===== config.mk =====
export PLATFORM = sky130hd
export DESIGN_NAME = count_step_monitor_flat
export DESIGN_NICKNAME = d
export VERILOG_FILES = /design/src/rtl/count_step_monitor_if.sv /design/src/rtl/count_step_monitor.sv /design/src/flat_wrapper.sv
export SDC_FILE = /design/constraint.sdc
export NUM_CORES = 1
export LEC_CHECK = 0
export BUFFER_PORTS_ARGS = -buffer_cell sky130_fd_sc_hd__buf_2
export CORE_MARGIN = 3
export CORE_UTILIZATION = 41
export DETAILED_ROUTE_END_ITERATION = 6
export HOLD_SLACK_MARGIN = 0.03
export SYNTH_ARGS = -nofsm -noshare
export SYNTH_HDL_FRONTEND = slang
export SYNTH_SLANG_ARGS = --single-unit

===== constraint.sdc =====
create_clock -name clk -period 3.4 [get_ports clk]
set_clock_uncertainty 0.1 [all_clocks]
set_input_delay 0.85 -clock clk [delete_from_list [all_inputs] [get_ports clk]]
set_output_delay 0.85 -clock clk [all_outputs]
set_load 0.05 [all_outputs]

===== src/rtl/count_step_monitor_if.sv =====
// count_step_monitor_if: observed count, fault clear and classification outputs of the step monitor.
interface count_step_monitor_if #(parameter int WIDTH = 3, parameter int RUN_W = 8);
   logic [WIDTH-1:0] count;
   logic             clr_err;
   logic [1:0]       dir;
   logic             step_up;
   logic             step_dn;
   logic             wrap_up;
   logic             wrap_dn;
   logic             err;
   logic             err_sticky;
   logic [RUN_W-1:0] run_len;
   logic [7:0]       wrap_cnt;
   modport master (output count, clr_err,
                   input dir, step_up, step_dn, wrap_up, wrap_dn, err, err_sticky, run_len, wrap_cnt);
   modport slave  (input count, clr_err,
                   output dir, step_up, step_dn, wrap_up, wrap_dn, err, err_sticky, run_len, wrap_cnt);
endinterface


===== src/rtl/count_step_monitor.sv =====
// count_step_monitor: classifies counter transitions and tracks direction, run length and faults.
// Define COUNT_MON_STATS_EN to enable the wrap_cnt statistics counter; otherwise wrap_cnt reads 0.
module count_step_monitor #(
   parameter int WIDTH = 3,
   parameter int RUN_W = 8
) (
   input logic                clk,
   input logic                reset,
   count_step_monitor_if.slave mon
);
   typedef enum logic [2:0] {PRIME, IDLE, UP, DOWN, FAULT} state_t;
   localparam logic [RUN_W-1:0] RUN_MAX = '1;
   state_t           state, state_n;
   logic [WIDTH-1:0] prev, delta;
   logic [RUN_W-1:0] run_n;
   logic             is_up, is_dn, is_hold;
   logic             su_n, sd_n, wu_n, wd_n, err_n, sticky_n;
   assign delta   = mon.count - prev;
   assign is_hold = delta == '0;
   assign is_up   = delta == WIDTH'(1);
   assign is_dn   = delta == '1;
   assign mon.dir = state == UP ? 2'b01 : state == DOWN ? 2'b10 : state == FAULT ? 2'b11 : 2'b00;
   always_comb begin
      state_n  = state;
      su_n     = 1'b0;
      sd_n     = 1'b0;
      wu_n     = 1'b0;
      wd_n     = 1'b0;
      err_n    = 1'b0;
      sticky_n = mon.err_sticky;
      run_n    = mon.run_len;
      if (mon.clr_err) begin
         state_n  = PRIME;
         sticky_n = 1'b0;
         run_n    = '0;
      end else begin
         case (state)
            PRIME: begin
               state_n = IDLE;
               run_n   = '0;
            end
            FAULT: run_n = '0;
            default: begin
               // a step opposite to (or out of) the current direction restarts the run at 1
               if (is_up) begin
                  state_n = UP;
                  su_n    = 1'b1;
                  wu_n    = prev == '1;
                  run_n   = state != UP ? RUN_W'(1) : mon.run_len == RUN_MAX ? RUN_MAX : mon.run_len + 1'b1;
               end else if (is_dn) begin
                  state_n = DOWN;
                  sd_n    = 1'b1;
                  wd_n    = prev == '0;
                  run_n   = state != DOWN ? RUN_W'(1) : mon.run_len == RUN_MAX ? RUN_MAX : mon.run_len + 1'b1;
               end else if (!is_hold) begin
                  state_n  = FAULT;
                  err_n    = 1'b1;
                  sticky_n = 1'b1;
                  run_n    = '0;
               end
            end
         endcase
      end
   end
   always_ff @(posedge clk or posedge reset) begin
      if (reset) begin
         state          <= PRIME;
         prev           <= '0;
         mon.step_up    <= 1'b0;
         mon.step_dn    <= 1'b0;
         mon.wrap_up    <= 1'b0;
         mon.wrap_dn    <= 1'b0;
         mon.err        <= 1'b0;
         mon.err_sticky <= 1'b0;
         mon.run_len    <= '0;
      end else begin
         state          <= state_n;
         prev           <= mon.count;
         mon.step_up    <= su_n;
         mon.step_dn    <= sd_n;
         mon.wrap_up    <= wu_n;
         mon.wrap_dn    <= wd_n;
         mon.err        <= err_n;
         mon.err_sticky <= sticky_n;
         mon.run_len    <= run_n;
      end
   end
`ifdef COUNT_MON_STATS_EN
   always_ff @(posedge clk or posedge reset) begin
      if (reset) mon.wrap_cnt <= '0;
      else if (wu_n || wd_n) mon.wrap_cnt <= mon.wrap_cnt + 8'd1;
   end
`else
   assign mon.wrap_cnt = '0;
`endif
endmodule

===== src/flat_wrapper.sv =====
// flat-port wrapper written by rule: the top's interface ports become plain ports
module count_step_monitor_flat 
#(
   parameter int WIDTH = 3,
   parameter int RUN_W = 8
)
  (clk, reset, mon_count, mon_clr_err, mon_dir, mon_step_up, mon_step_dn, mon_wrap_up, mon_wrap_dn, mon_err, mon_err_sticky, mon_run_len, mon_wrap_cnt);
  count_step_monitor_if #(.WIDTH(WIDTH), .RUN_W(RUN_W)) mon_i ();
  input logic clk;
  input logic reset;
  input wire logic [$bits(mon_i.count)-1:0] mon_count;
  input wire logic [$bits(mon_i.clr_err)-1:0] mon_clr_err;
  output wire logic [$bits(mon_i.dir)-1:0] mon_dir;
  output wire logic [$bits(mon_i.step_up)-1:0] mon_step_up;
  output wire logic [$bits(mon_i.step_dn)-1:0] mon_step_dn;
  output wire logic [$bits(mon_i.wrap_up)-1:0] mon_wrap_up;
  output wire logic [$bits(mon_i.wrap_dn)-1:0] mon_wrap_dn;
  output wire logic [$bits(mon_i.err)-1:0] mon_err;
  output wire logic [$bits(mon_i.err_sticky)-1:0] mon_err_sticky;
  output wire logic [$bits(mon_i.run_len)-1:0] mon_run_len;
  output wire logic [$bits(mon_i.wrap_cnt)-1:0] mon_wrap_cnt;
  assign mon_i.count = mon_count;
  assign mon_i.clr_err = mon_clr_err;
  assign mon_dir = mon_i.dir;
  assign mon_step_up = mon_i.step_up;
  assign mon_step_dn = mon_i.step_dn;
  assign mon_wrap_up = mon_i.wrap_up;
  assign mon_wrap_dn = mon_i.wrap_dn;
  assign mon_err = mon_i.err;
  assign mon_err_sticky = mon_i.err_sticky;
  assign mon_run_len = mon_i.run_len;
  assign mon_wrap_cnt = mon_i.wrap_cnt;
  count_step_monitor #(.WIDTH(WIDTH), .RUN_W(RUN_W)) u_core (.clk(clk), .reset(reset), .mon(mon_i));
endmodule

* After elaboration in Yosys (flattened, before gate mapping)
Cells that the tools add are included.
** Word-level totals
- Bits in registers :: 20
- Output and inout port bits :: 24
- Word-level logic and storage cells :: 73
** Operators by class
- Add/subtract/negate cells :: 2
- Equal/unequal tests :: 16
- Muxes and demuxes :: 40
- Reduce and logical (&&, ||, !) cells :: 6
** Operators with widths (number)
- $mux 8 :: 8
- $mux 1 :: 24
- $mux 3 :: 4
- $ne 5x3->1 const B :: 2
- $eq 3x3->1 const B :: 3
- $logic_not 3->1 :: 3
- $add 8x1->8 const B :: 1
- $eq 8x8->1 const B :: 1
- $ne 2x2->1 const B :: 4
- $eq 3x2->1 const B :: 2
- $mux 2 :: 3
- $ne 3x2->1 const B :: 2
- $pmux 3 s2 :: 1
- $reduce_and 4->1 :: 1
- $eq 3x1->1 const B :: 1
- $sub 3x3->3 :: 1
- $ne 2x1->1 const B :: 1
- $reduce_and 2->1 :: 1
- $reduce_or 2->1 :: 1

* Depth between registers and ports, before layout
- Depth in word-level cells :: 7
- Gate-level depth with buffers :: 8
- Mapped depth without buffers :: 7

* Least setup slack after synthesis
No wires, ideal clock.
- Path type :: register -> output
- Start :: register u_core.state[1]
- End :: output port mon_dir[1]
- Data arrival time :: 1678 ps
- Path slack :: 772 ps
- Cell stages (with the launch flop) :: 3
- Path through :: dfrtp_1 -> nand2b_1 -> o21ai_0
** On the way
- Longest elaborated chain between the ends :: 4
** RTL lines
- start: declaration :: RTL line count_step_monitor.sv:13 : state_t state, state_n;
- start signal: assignment :: RTL line count_step_monitor.sv:77 : state <= state_n;
- $eq 3x3->1 :: RTL line count_step_monitor.sv:22 : assign mon.dir = state == UP ? 2'b01 : state == DOWN ? 2'b10 : state == FAULT ? 2'b11 : 2'b00;
- $mux 2 (2 in series) :: RTL line count_step_monitor.sv:22
- $mux 2 * :: RTL line count_step_monitor.sv:22
- end: declaration :: RTL line flat_wrapper.sv:13 : output wire logic [$bits(mon_i.dir)-1:0] mon_dir;
Every way passes the cells marked *; elsewhere a longest branch is shown, timed or not.

* Worst setup path after layout
- Start :: input port mon_count[0]
- End :: register u_core.mon.run_len[6]
** On the way
- Longest elaborated chain between the ends :: 6
** RTL lines
- start: declaration :: RTL line flat_wrapper.sv:11 : input wire logic [$bits(mon_i.count)-1:0] mon_count;
- $sub 3x3->3 * :: RTL line count_step_monitor.sv:18 : assign delta = mon.count - prev;
- $eq 3x3->1 :: RTL line count_step_monitor.sv:21 : assign is_dn = delta == '1;
- $mux 8 :: RTL line count_step_monitor.sv:50 : end else if (is_dn) begin
- $mux 8 :: RTL line count_step_monitor.sv:45 : if (is_up) begin
- $mux 8 :: RTL line count_step_monitor.sv:37 : case (state)
- $mux 8 :: RTL line count_step_monitor.sv:32 : if (mon.clr_err) begin
- end signal: assignment :: RTL line count_step_monitor.sv:85 : mon.run_len <= run_n;
- end: declaration :: RTL line count_step_monitor_if.sv:17 : output dir, step_up, step_dn, wrap_up, wrap_dn, err, err_sticky, run_len, wrap_cnt);
Marked as above.
A chain may end at the register's enable or synchronous reset.

==> results_dict.tcl <==
set metrics [dict create \
    status "finished, final reports clean" \
    clk_pin_slew_worst_paths_ns 0.11 \
    ys_top_cells_by_count "20 x dfrtp_1, 11 x nand2_1, 10 x nor2_1" \
    powerDensity_nw_per_um2 476 \
    synth_most_common_cell "dfrtp_1" \
    synth_area_leaders "dfrtp_1 43%, buf_4 5.1%, nand2_1 3.5%, a21oi_1 3.4%, nor2_1 3.2%" \
    hp-class "reg -> reg" \
    drive_gt1_share_pct 26.4 \
    slew_violations 0 \
    synth-seq-cells 20 \
    dp_hpwl_um 1720 \
    first_pass_iters 4 \
    switching_share_pct 33.3 \
    worst_ep_required_time_ns 3.52 \
    die-area_um2 3520 \
    num_rows 18 \
    period_share_pct 74.5 \
    grt_pass1_vias 824 \
    cp-start-kind "primary input" \
    start_util_pct 45.1 \
    num_vias 922 \
    areaGrowthSynthToFinish_pct 12.8 \
    clkLatencyLatePin_ns 0.30 \
    yosysWarnings 0 \
    end_kind "register" \
    clk_path_buf_depth 2 \
    drc 0 \
    antenna_found_initial 0 \
    drtAntennaViolNets 0 \
    synth_top_cell_by_area "dfrtp_1" \
    viasPerCell 5.30 \
    grt_pass1_wl_um 3930 \
    setup_violations 0 \
    drv_cap 0 \
    grt.total_usage_pct 14.9 \
    synth_ff_type "dfrtp_1" \
    synthDistinctLibCells 40 \
    slew_headroom_pct 50.4 \
    grt_max_degree 21 \
    slowest_delay_ns 0.41 \
    worstPathCellList "buf_2, inv_1, ha_1, fa_1, xnor3_2, mux2i_4, nand2_2, o31ai_1" \
    ys_async_sr_fraction_pct 100 \
    port_buffers 21 \
    clockRootBuffer "clkbuf_4" \
    period_minus_slack_ns 2.53 \
    internal_power_uw 417 \
    crit_arrival_ns 2.66 \
    fin_tns_setup_ns 0 \
    overflow 0 \
    combPwrFrac_pct 26.8 \
    pin_count 30 \
    synth-edff-count 0 \
    crit_buf_inv 2 \
    fp.dieH_um 59.4 \
    cp_max_fo 9 \
    clkPwrFrac_pct 30.8 \
    synthesis.area_um2 1170 \
    worst_pin_slew_ns 0.743 \
    clock.fmax_mhz 395 \
    core_um2 2590 \
    cpMaxStageDelayCell "mux2i_4" \
    synth_top_area_share_pct 42.9 \
    rsz0062_at_grt "false" \
    cts.sinks 20 \
    fp.dieW_um 59.4 \
    postCtsHoldBufs 0 \
    critical_path.top_delay_family "adder cells" \
    p_sw_uw 209 \
    cts_resized 0 \
    post-cts-setup-buffers 0 \
    drt-total-wl_um 2270 \
    syn_inst 123 \
    gp_congestion 0.808 \
    seqPwrFrac_pct 42.4 \
    cts_tree "built" \
    ir_drop_mv 0.433 \
    htreeDepth 1 \
    routedWlPerCell_um 13.1 \
    drt_first_iter_violations 35 \
    synth_seq_area_share_pct 42.9 \
    hold_viol 0 \
    num_antenna_cells 0 \
    final_nets 154 \
    syn_avg_cell_area_um2 9.49 \
    cts_inserted_buffers 3 \
    fin_total_pwr_uw 626 \
    path_class "in -> reg" \
    leakage_uw 0.000634 \
]
## flip-flops by register name (all words and copies together), names as in the netlist
signal	count
u_core.mon.err	1
u_core.mon.wrap_dn	1
u_core.mon.run_len	8
u_core.mon.wrap_up	1
u_core.mon.step_up	1
u_core.mon.err_sticky	1
u_core.state	3
u_core.mon.step_dn	1
u_core.prev	3
## final timing paths
kind,start,slack [ns],end,cells past startpoint
max,mon_count[0],0.87,u_core.mon.run_len[6]$_DFFE_PP0P_,8
min,u_core.prev[0]$_DFF_PP0_,0.39,u_core.mon.wrap_dn$_DFF_PP0_,1
max reg2reg,u_core.prev[0]$_DFF_PP0_,1.12,u_core.mon.run_len[6]$_DFFE_PP0P_,6
min reg2reg,u_core.prev[0]$_DFF_PP0_,0.39,u_core.mon.wrap_dn$_DFF_PP0_,1
max in group asynchronous,reset,2.18,u_core.mon.run_len[4]$_DFFE_PP0P_,2
min in group asynchronous,reset,0.55,u_core.mon.run_len[5]$_DFFE_PP0P_,2
## area by class of cell
| class | instances | area, µm² |
|---|---|---|
| Fill cell | 243 | 1270 |
| Clock inverter | 1 | 30.0 |
| Timing Repair Buffer | 21 | 105 |
| Inverter | 7 | 26.3 |
| Sequential cell | 20 | 500 |
| Multi-Input combinational cell | 92 | 594 |
| Clock buffer | 3 | 22.5 |
| Tap cell | 30 | 37.5 |
## metrics by stage
stage               instance area, µm²  instances  hold slack [ns]  setup WS (ns)  utilization [%]
floorplan                         1190        130            0.347          0.772                -
global placement                  1260        170            0.362          0.617             48.8
detailed placement                1260        170            0.378          0.558             48.8
CTS                               1320        174            0.394          0.882             50.8
global route                      1320        174            0.406          0.763             50.8
finish                            1320        174            0.385          0.866             50.8
## routing by layer
metal | vias to the layer above | GRT usage [%] | wire length, µm
met5 | - | 0 | 0
met4 | 0 | 3.88 | 24
met3 | 2 | 4.58 | 155
met2 | 30 | 20.7 | 1020
met1 | 430 | 22.2 | 1070
li1 | 460 | - | -
## layout by cell type (no fill, tap or decap), types with 2 or more instances in the layout
master,count
nor2_1,10
inv_1,7
clkbuf_4,3
a21oi_1,8
buf_2,21
a31oi_1,4
conb_1,8
nand2b_1,4
nor3_1,3
nand3_1,6
o31ai_1,2
nand2_1,11
dfrtp_1,20
o21ai_0,5
and4_2,2
ha_1,2
nor2b_1,3
o21a_1,2
o22ai_1,2
## logic make-up after synthesis
kind of cell | Yosys count | synth area share (%)
compound gates | 30 | 16.7
buf+inv | 18 | 8.47
xor+xnor | 1 | 2.04
fa+ha+maj | 3 | 3.86
other cells | 1 | 0.321
mux | 1 | 1.93
simple gates | 49 | 23.8
flops | 20 | 42.9
## power groups by stage
| stage | clock network, µW | logic (µW) | registers (µW) |
|---|---|---|---|
| after CTS | 199 | 168 | 266 |
| after detailed placement | 0 | 167 | 270 |
| final | 193 | 168 | 266 |
| after floorplan | 0 | 130 | 284 |
| after global placement | 0 | 165 | 270 |
| after global routing | 212 | 182 | 269 |
No activity file was read; power rests on OpenSTA's default activity.
